`config.mk`:
```
export PLATFORM = sky130hd
export DESIGN_NAME = id_ex_stage
export DESIGN_NICKNAME = d
export VERILOG_FILES = /design/src/rtl/mips_pkg.sv /design/src/rtl/reg_file_2r1w.sv /design/src/rtl/id_ex_stage.sv
export SDC_FILE = /design/constraint.sdc
export NUM_CORES = 2
export LEC_CHECK = 0
export ABC_AREA = 1
export CORE_MARGIN = 4
export CORE_UTILIZATION = 45
export DETAILED_ROUTE_END_ITERATION = 6
export GPL_TIMING_DRIVEN = 1
export MAX_ROUTING_LAYER = met4
export PLACE_DENSITY_LB_ADDON = 0.15
export SLEW_MARGIN = 30
export SYNTH_ARGS = -nofsm -noshare
export SYNTH_HDL_FRONTEND = slang
export SYNTH_SLANG_ARGS = --single-unit
```
`constraint.sdc`:
```
create_clock -name clk -period 4.7 [get_ports clk]
set_input_delay 0.94 -clock clk [delete_from_list [all_inputs] [get_ports clk]]
set_output_delay 0.94 -clock clk [all_outputs]
set_load 0.01 [all_outputs]
```
`src/rtl/mips_pkg.sv`:
```
// Shared MIPS pipeline constants: datapath sizes, ALU encodings, instruction fields
// and the control bundle carried into the E stage.
package mips_pkg;

  localparam int unsigned WIDTH   = 32;
  localparam int unsigned REG_AW  = 5;
  localparam int unsigned NumRegs = 2 ** REG_AW;

  localparam logic [2:0] AluAnd = 3'b000;
  localparam logic [2:0] AluOr  = 3'b001;
  localparam logic [2:0] AluAdd = 3'b010;
  localparam logic [2:0] AluSub = 3'b110;
  localparam logic [2:0] AluSlt = 3'b111;

  localparam int unsigned RsLsb    = 21;
  localparam int unsigned RtLsb    = 16;
  localparam int unsigned RdLsb    = 11;
  localparam int unsigned ImmWidth = 16;

  typedef struct packed {
    logic       regwrite;
    logic       memtoreg;
    logic       memwrite;
    logic [2:0] alucontrol;
  } ctrl_e_t;

  localparam ctrl_e_t CtrlBubble = '{
    regwrite:   1'b0,
    memtoreg:   1'b0,
    memwrite:   1'b0,
    alucontrol: AluAnd
  };

  function automatic logic [WIDTH-1:0] sign_ext(input logic [ImmWidth-1:0] imm);
    return {{(WIDTH - ImmWidth){imm[ImmWidth-1]}}, imm};
  endfunction

endpackage

```
`src/rtl/reg_file_2r1w.sv`:
```
// 32-entry register file, two combinational read ports and one write port.
// $0 is hard-wired to zero; a same-cycle write is bypassed to the readers.
module reg_file_2r1w
  import mips_pkg::*;
(
  input  logic              clk_i,
  input  logic              rst_ni,
  input  logic [REG_AW-1:0] ra1_i,
  input  logic [REG_AW-1:0] ra2_i,
  output logic [WIDTH-1:0]  rd1_o,
  output logic [WIDTH-1:0]  rd2_o,
  input  logic              we3_i,
  input  logic [REG_AW-1:0] wa3_i,
  input  logic [WIDTH-1:0]  wd3_i
);

  logic [WIDTH-1:0] mem_q [NumRegs];
  logic [WIDTH-1:0] mem_d [NumRegs];
  logic             wr_en;

  assign wr_en = we3_i && (wa3_i != '0);

  always_comb begin
    mem_d = mem_q;
    if (wr_en) begin
      mem_d[wa3_i] = wd3_i;
    end
  end

  always_ff @(posedge clk_i) begin
    if (!rst_ni) begin
      mem_q <= '{default: '0};
    end else begin
      mem_q <= mem_d;
    end
  end

  always_comb begin
    rd1_o = '0;
    rd2_o = '0;
    if (ra1_i != '0) begin
      rd1_o = (wr_en && (wa3_i == ra1_i)) ? wd3_i : mem_q[ra1_i];
    end
    if (ra2_i != '0) begin
      rd2_o = (wr_en && (wa3_i == ra2_i)) ? wd3_i : mem_q[ra2_i];
    end
  end

endmodule

```
`src/rtl/id_ex_stage.sv`:
```
// Decode-to-execute stage: register read, operand select, load-use stall detection
// and the E-stage pipeline register (bubble on flush or stall).
module id_ex_stage
  import mips_pkg::*;
(
  input  logic              clk,
  input  logic              reset,
  input  logic [WIDTH-1:0]  instr_d,
  input  logic              valid_d,
  input  logic              regwrite_d,
  input  logic              memtoreg_d,
  input  logic              memwrite_d,
  input  logic              alusrc_d,
  input  logic              regdst_d,
  input  logic [2:0]        alucontrol_d,
  input  logic              we3,
  input  logic [REG_AW-1:0] wa3,
  input  logic [WIDTH-1:0]  wd3,
  input  logic              flush_e,
  output logic [WIDTH-1:0]  srca_e,
  output logic [WIDTH-1:0]  srcb_e,
  output logic [WIDTH-1:0]  writedata_e,
  output logic [2:0]        alucontrol_e,
  output logic [REG_AW-1:0] writereg_e,
  output logic              regwrite_e,
  output logic              memtoreg_e,
  output logic              memwrite_e,
  output logic              valid_e,
  output logic              stall_d
);

  logic [REG_AW-1:0] rs, rt, rd;
  logic [WIDTH-1:0]  signimm, rd1, rd2;
  logic              uses_rt;
  logic              unused_opcode;

  logic              valid_e_q, valid_e_d;
  ctrl_e_t           ctrl_e_q, ctrl_e_d;
  logic [REG_AW-1:0] writereg_e_q, writereg_e_d;
  logic [WIDTH-1:0]  srca_e_q, srca_e_d;
  logic [WIDTH-1:0]  srcb_e_q, srcb_e_d;
  logic [WIDTH-1:0]  writedata_e_q, writedata_e_d;

  assign rs            = instr_d[RsLsb +: REG_AW];
  assign rt            = instr_d[RtLsb +: REG_AW];
  assign rd            = instr_d[RdLsb +: REG_AW];
  assign signimm       = sign_ext(instr_d[ImmWidth-1:0]);
  assign unused_opcode = ^instr_d[WIDTH-1:RsLsb+REG_AW];

  reg_file_2r1w u_reg_file (
    .clk_i  (clk),
    .rst_ni (reset),
    .ra1_i  (rs),
    .ra2_i  (rt),
    .rd1_o  (rd1),
    .rd2_o  (rd2),
    .we3_i  (we3),
    .wa3_i  (wa3),
    .wd3_i  (wd3)
  );

  // Immediate-form ALU ops only read rt when it is the store data.
  assign uses_rt = !alusrc_d || memwrite_d;

  assign stall_d = valid_d && valid_e_q && ctrl_e_q.memtoreg && ctrl_e_q.regwrite &&
                   (writereg_e_q != '0) &&
                   ((writereg_e_q == rs) || (uses_rt && (writereg_e_q == rt)));

  always_comb begin
    valid_e_d     = valid_d;
    ctrl_e_d      = valid_d ? ctrl_e_t'{regwrite_d, memtoreg_d, memwrite_d, alucontrol_d}
                            : CtrlBubble;
    writereg_e_d  = regdst_d ? rd : rt;
    srca_e_d      = rd1;
    srcb_e_d      = alusrc_d ? signimm : rd2;
    writedata_e_d = rd2;
    if (flush_e || stall_d) begin
      valid_e_d     = 1'b0;
      ctrl_e_d      = CtrlBubble;
      writereg_e_d  = '0;
      srca_e_d      = '0;
      srcb_e_d      = '0;
      writedata_e_d = '0;
    end
  end

  always_ff @(posedge clk) begin
    if (!reset) begin
      valid_e_q     <= 1'b0;
      ctrl_e_q      <= CtrlBubble;
      writereg_e_q  <= '0;
      srca_e_q      <= '0;
      srcb_e_q      <= '0;
      writedata_e_q <= '0;
    end else begin
      valid_e_q     <= valid_e_d;
      ctrl_e_q      <= ctrl_e_d;
      writereg_e_q  <= writereg_e_d;
      srca_e_q      <= srca_e_d;
      srcb_e_q      <= srcb_e_d;
      writedata_e_q <= writedata_e_d;
    end
  end

  assign valid_e      = valid_e_q;
  assign regwrite_e   = ctrl_e_q.regwrite;
  assign memtoreg_e   = ctrl_e_q.memtoreg;
  assign memwrite_e   = ctrl_e_q.memwrite;
  assign alucontrol_e = ctrl_e_q.alucontrol;
  assign writereg_e   = writereg_e_q;
  assign srca_e       = srca_e_q;
  assign srcb_e       = srcb_e_q;
  assign writedata_e  = writedata_e_q;

endmodule

```
==> parameters.txt <==
Parameter                              Value

Status
  Result of the run ... finished, final reports clean

Synthesis
  Register bit count reported by yosys ... 1132
  Syn_nets ... 8958
  Count of warnings emitted by yosys ... 0
  Cell types with the highest counts after synthesis ... o21ai_0 (1385), nor2_1 (1375), nand2_1 (1309)
  Most numerous cell in the Yosys netlist ... o21ai_0
  Post-Syn Area per Cell ... 6.52 um2
  Post-synth design cell area ... 57900 um2
  Instance count of the mapped netlist ... 8876
  Cell variety after synth ... 34
  Register area share after synthesis ... 39.2%
  Biggest area consumer among synthesized cells ... dfxtp_1
  Fraction of synthesized cell area taken by the top area cell type ... 39.2%
  Main area contributors after synthesis ... dfxtp_1 (39%), o21ai_0 (12%), nor2_1 (8.9%)
  Most common flop cell mapped by yosys ... dfxtp_1
  EDFF count, synth ... 0
  Post-synth ARST share ... 0%

Setup path
  Worst Path Class, Setup ... input port to output port
  Startpoint kind of the worst setup timing path ... input port
  List of cells traversed by the critical path ... buf_8 -> inv_8 -> nand2_1 -> nand2_1 -> nor3_1 -> nand3_1 -> nand2_1 -> nand2_1 -> inv_1 -> clkdlybuf4s50_1
  Endpoint arrival time on the critical path ... 2.57 ns
  Highest net fanout along the worst path ... 37
  Critical path required time ... 3.76 ns
  Crit path max-delay cell type ... clkdlybuf4s50_1
  Number of buffer and inverter instances along the worst setup path ... 4
  Number of cells on the worst reg-to-reg path ... 9
  Number of stages on the worst setup path ... 10
  Kind of cell with the highest combined delay on the critical path ... buffers and inverters
  Max incr delay on CP ... 0.54 ns
  CP endpoint kind ... output port
  Most numerous cell on the critical path ... nand2_1

Global routing
  Met2 usage in global routing ... 53.3%
  Most congested layer reported by global routing ... met2
  Met3 Resource Use GR ... 6.55%
  Global-route wire length before repair ... 362 mm
  Antenna violations before repair ... 11
  Pin count of the biggest net entering global routing ... 218
  Vias in the first global route ... 56400
  GR Overflow Total ... 0
  Overall track demand over capacity in global routing ... 36.0%
  M1 GR Usage ... 45.9%

STA
  Worst slew margin ... 30.1%
  Crit path setup slack, layout ... 1.19 ns
  Final Setup Violations ... 0
  Slew @ Worst Pin ... 1.05 ns
  Period utilisation layout ... 74.8%
  Time the final worst path needs with I/O delays and setup ... 3.51 ns
  Number of max-slew violations in the final report ... 0
  Clock Skew ... 0.0245 ns
  RSZ-0062 raised after global routing ... no
  Final setup TNS ... 0 ns
  Final hold vios ... 0
  Fmax ... 285 MHz

Pwr
  Power density relative to cell area ... 355 nW/um2
  Worst-case vdd ir drop ... 0.395 mV
  Static Leakage ... 25.6 nW

CTS
  Root buffer cell ... clkbuf_16
  Number of buffers created by CTS ... 131
  CTS tree ... done
  Depth of the CTS H-tree ... 4
  Resized cells post-CTS ... 0
  Hold buffers post-CTS ... 0
  Bufs on Longest Clock Path ... 3
  Setup repair bufs after CTS ... 0
  Latest clock arrival within the worst-skew pair ... 0.78 ns
  Sinks on Clock Net ... 1132
  Clock input transition at the sequential cells of the worst setup and hold paths ... 0.06 ns

Cells and area
  P&R area growth vs syn ... 12.1%
  Net total in the final layout ... 8642
  Share of final-layout standard cells stronger than drive strength 1 ... 5.98%
  Number of non-filler instances in the completed layout ... 10300
  End-of-flow core utilization ... 50.8%
  Layout Cell Area excl Fill ... 64900 um2
  Fillers ... 12500

Floorplan
  Total core area ... 128000 um2
  Number of rows in the core area ... 131
  Starting utilization of the core area ... 45.3%
  Number of top-level pins ... 191
  Horizontal die dimension ... 367 um
  Die boundary height ... 367 um
  Area enclosed by the die boundary ... 134000 um2

Flow run
  Max-cap viol count ... 0

Routing
  Post-detailed-routing wire length ... 246 mm
  Final antenna-violating net count ... 0
  Count of unresolved DRC violations after routing ... 0
  Initial DRC count ... 8879
  Post-DR vias/cell ... 6.01
  Via count of the routed design ... 62100
  First-pass iteration count of the detailed router ... 7
  Wirelength per Cell ... 23.8 um

Placed design
  Pre-CTS worst setup slack ... 0.816 ns
  Post-detail-place hpwl ... 138 mm
  Placer congestion estimate ... 0.914
  Number of cells in the design after placement ... 10100
  Number of buffers added on ports ... 184
  Cell area reported after detailed placement ... 60500 um2

Min path
  Hold crit path type ... flip-flop to flip-flop
  Cells on Worst Hold Path ... 2
[final timing paths]
check | slack [ns] | start | endpoint
worst max-delay path | 1.19 | instr_d[17] | stall_d
worst min-delay path | 0.43 | u_reg_file.mem_q[1008] | u_reg_file.mem_q[1008]
worst max register to register | 2.20 | writereg_e[4] | srca_e[12]
worst min register to register | 0.43 | u_reg_file.mem_q[1008] | u_reg_file.mem_q[1008]
[tightest hold or removal path: cells and delay by family (launching register included)]
kind | cells | cell delay [ns]
AND/OR/NAND/NOR | 1 | 0.05
buffers and inverters | 1 | 0.03
flip-flops | 1 | 0.31
[sequential cells by signal, summed over array words and instances, names as in the netlist, 3 cells and up]
register,cells
writereg_e,5
u_reg_file.mem_q,1024
writedata_e,32
srca_e,32
srcb_e,32
alucontrol_e,3
[per-stage QoR]
stage	hold WS [ns]	total power, mW
4_1_cts	0.437	23.0
3_5_place_dp	0.428	12.8
5_1_grt	0.452	23.7
2_1_floorplan	0.415	11.7
6_report	0.435	23.0
3_3_place_gp	0.424	12.7
[placed cells by master, fill, tap and decap left out, types with 109 or more instances in the layout]
| master | count |
|---|---|
| clkbuf_16 | 141 |
| nand2_1 | 1307 |
| buf_4 | 179 |
| dfxtp_1 | 1132 |
| o211ai_1 | 330 |
| nand4_1 | 109 |
| nor2_1 | 1366 |
| inv_1 | 506 |
| nand3_1 | 937 |
| clkdlybuf4s50_1 | 171 |
| a21oi_1 | 772 |
| o21ai_0 | 1385 |
[area by class of cell]
class,count,area (um2),share of cell area (%)
antenna,8,20.0,0.0309
clock buffer,205,4060,6.26
clock inverter,28,251,0.388
inverter,549,2110,3.26
multi-input combinational,6345,29700,45.8
sequential,1132,22700,34.9
tap,1662,2080,3.21
timing repair buffer,401,3970,6.11
[cells by family after synthesis]
logic type                count (synthesis)  synth area share [%]
and+or+nand+nor                        3812                  27.7
xor gates and xnor gates                 16                 0.242
AOI/OAI and AO/OA                      2517                  23.2
DFF                                    1132                  39.2
buffers and inverters                  1399                  9.64
[power breakdown]
group / internal (mW) / switching [mW]
clock: 6.13 / 4.25
combinational: 0.788 / 2.01
sequential: 9.76 / 0.0808
total: 16.7 / 6.34
[routing by layer]
layer	wire length (um)	vias up
met5	0	-
met4	16400	0
met3	27000	815
met2	105000	3760
met1	97000	28600
li1	-	29000
Note: power is estimated with default switching activity, not from simulation.
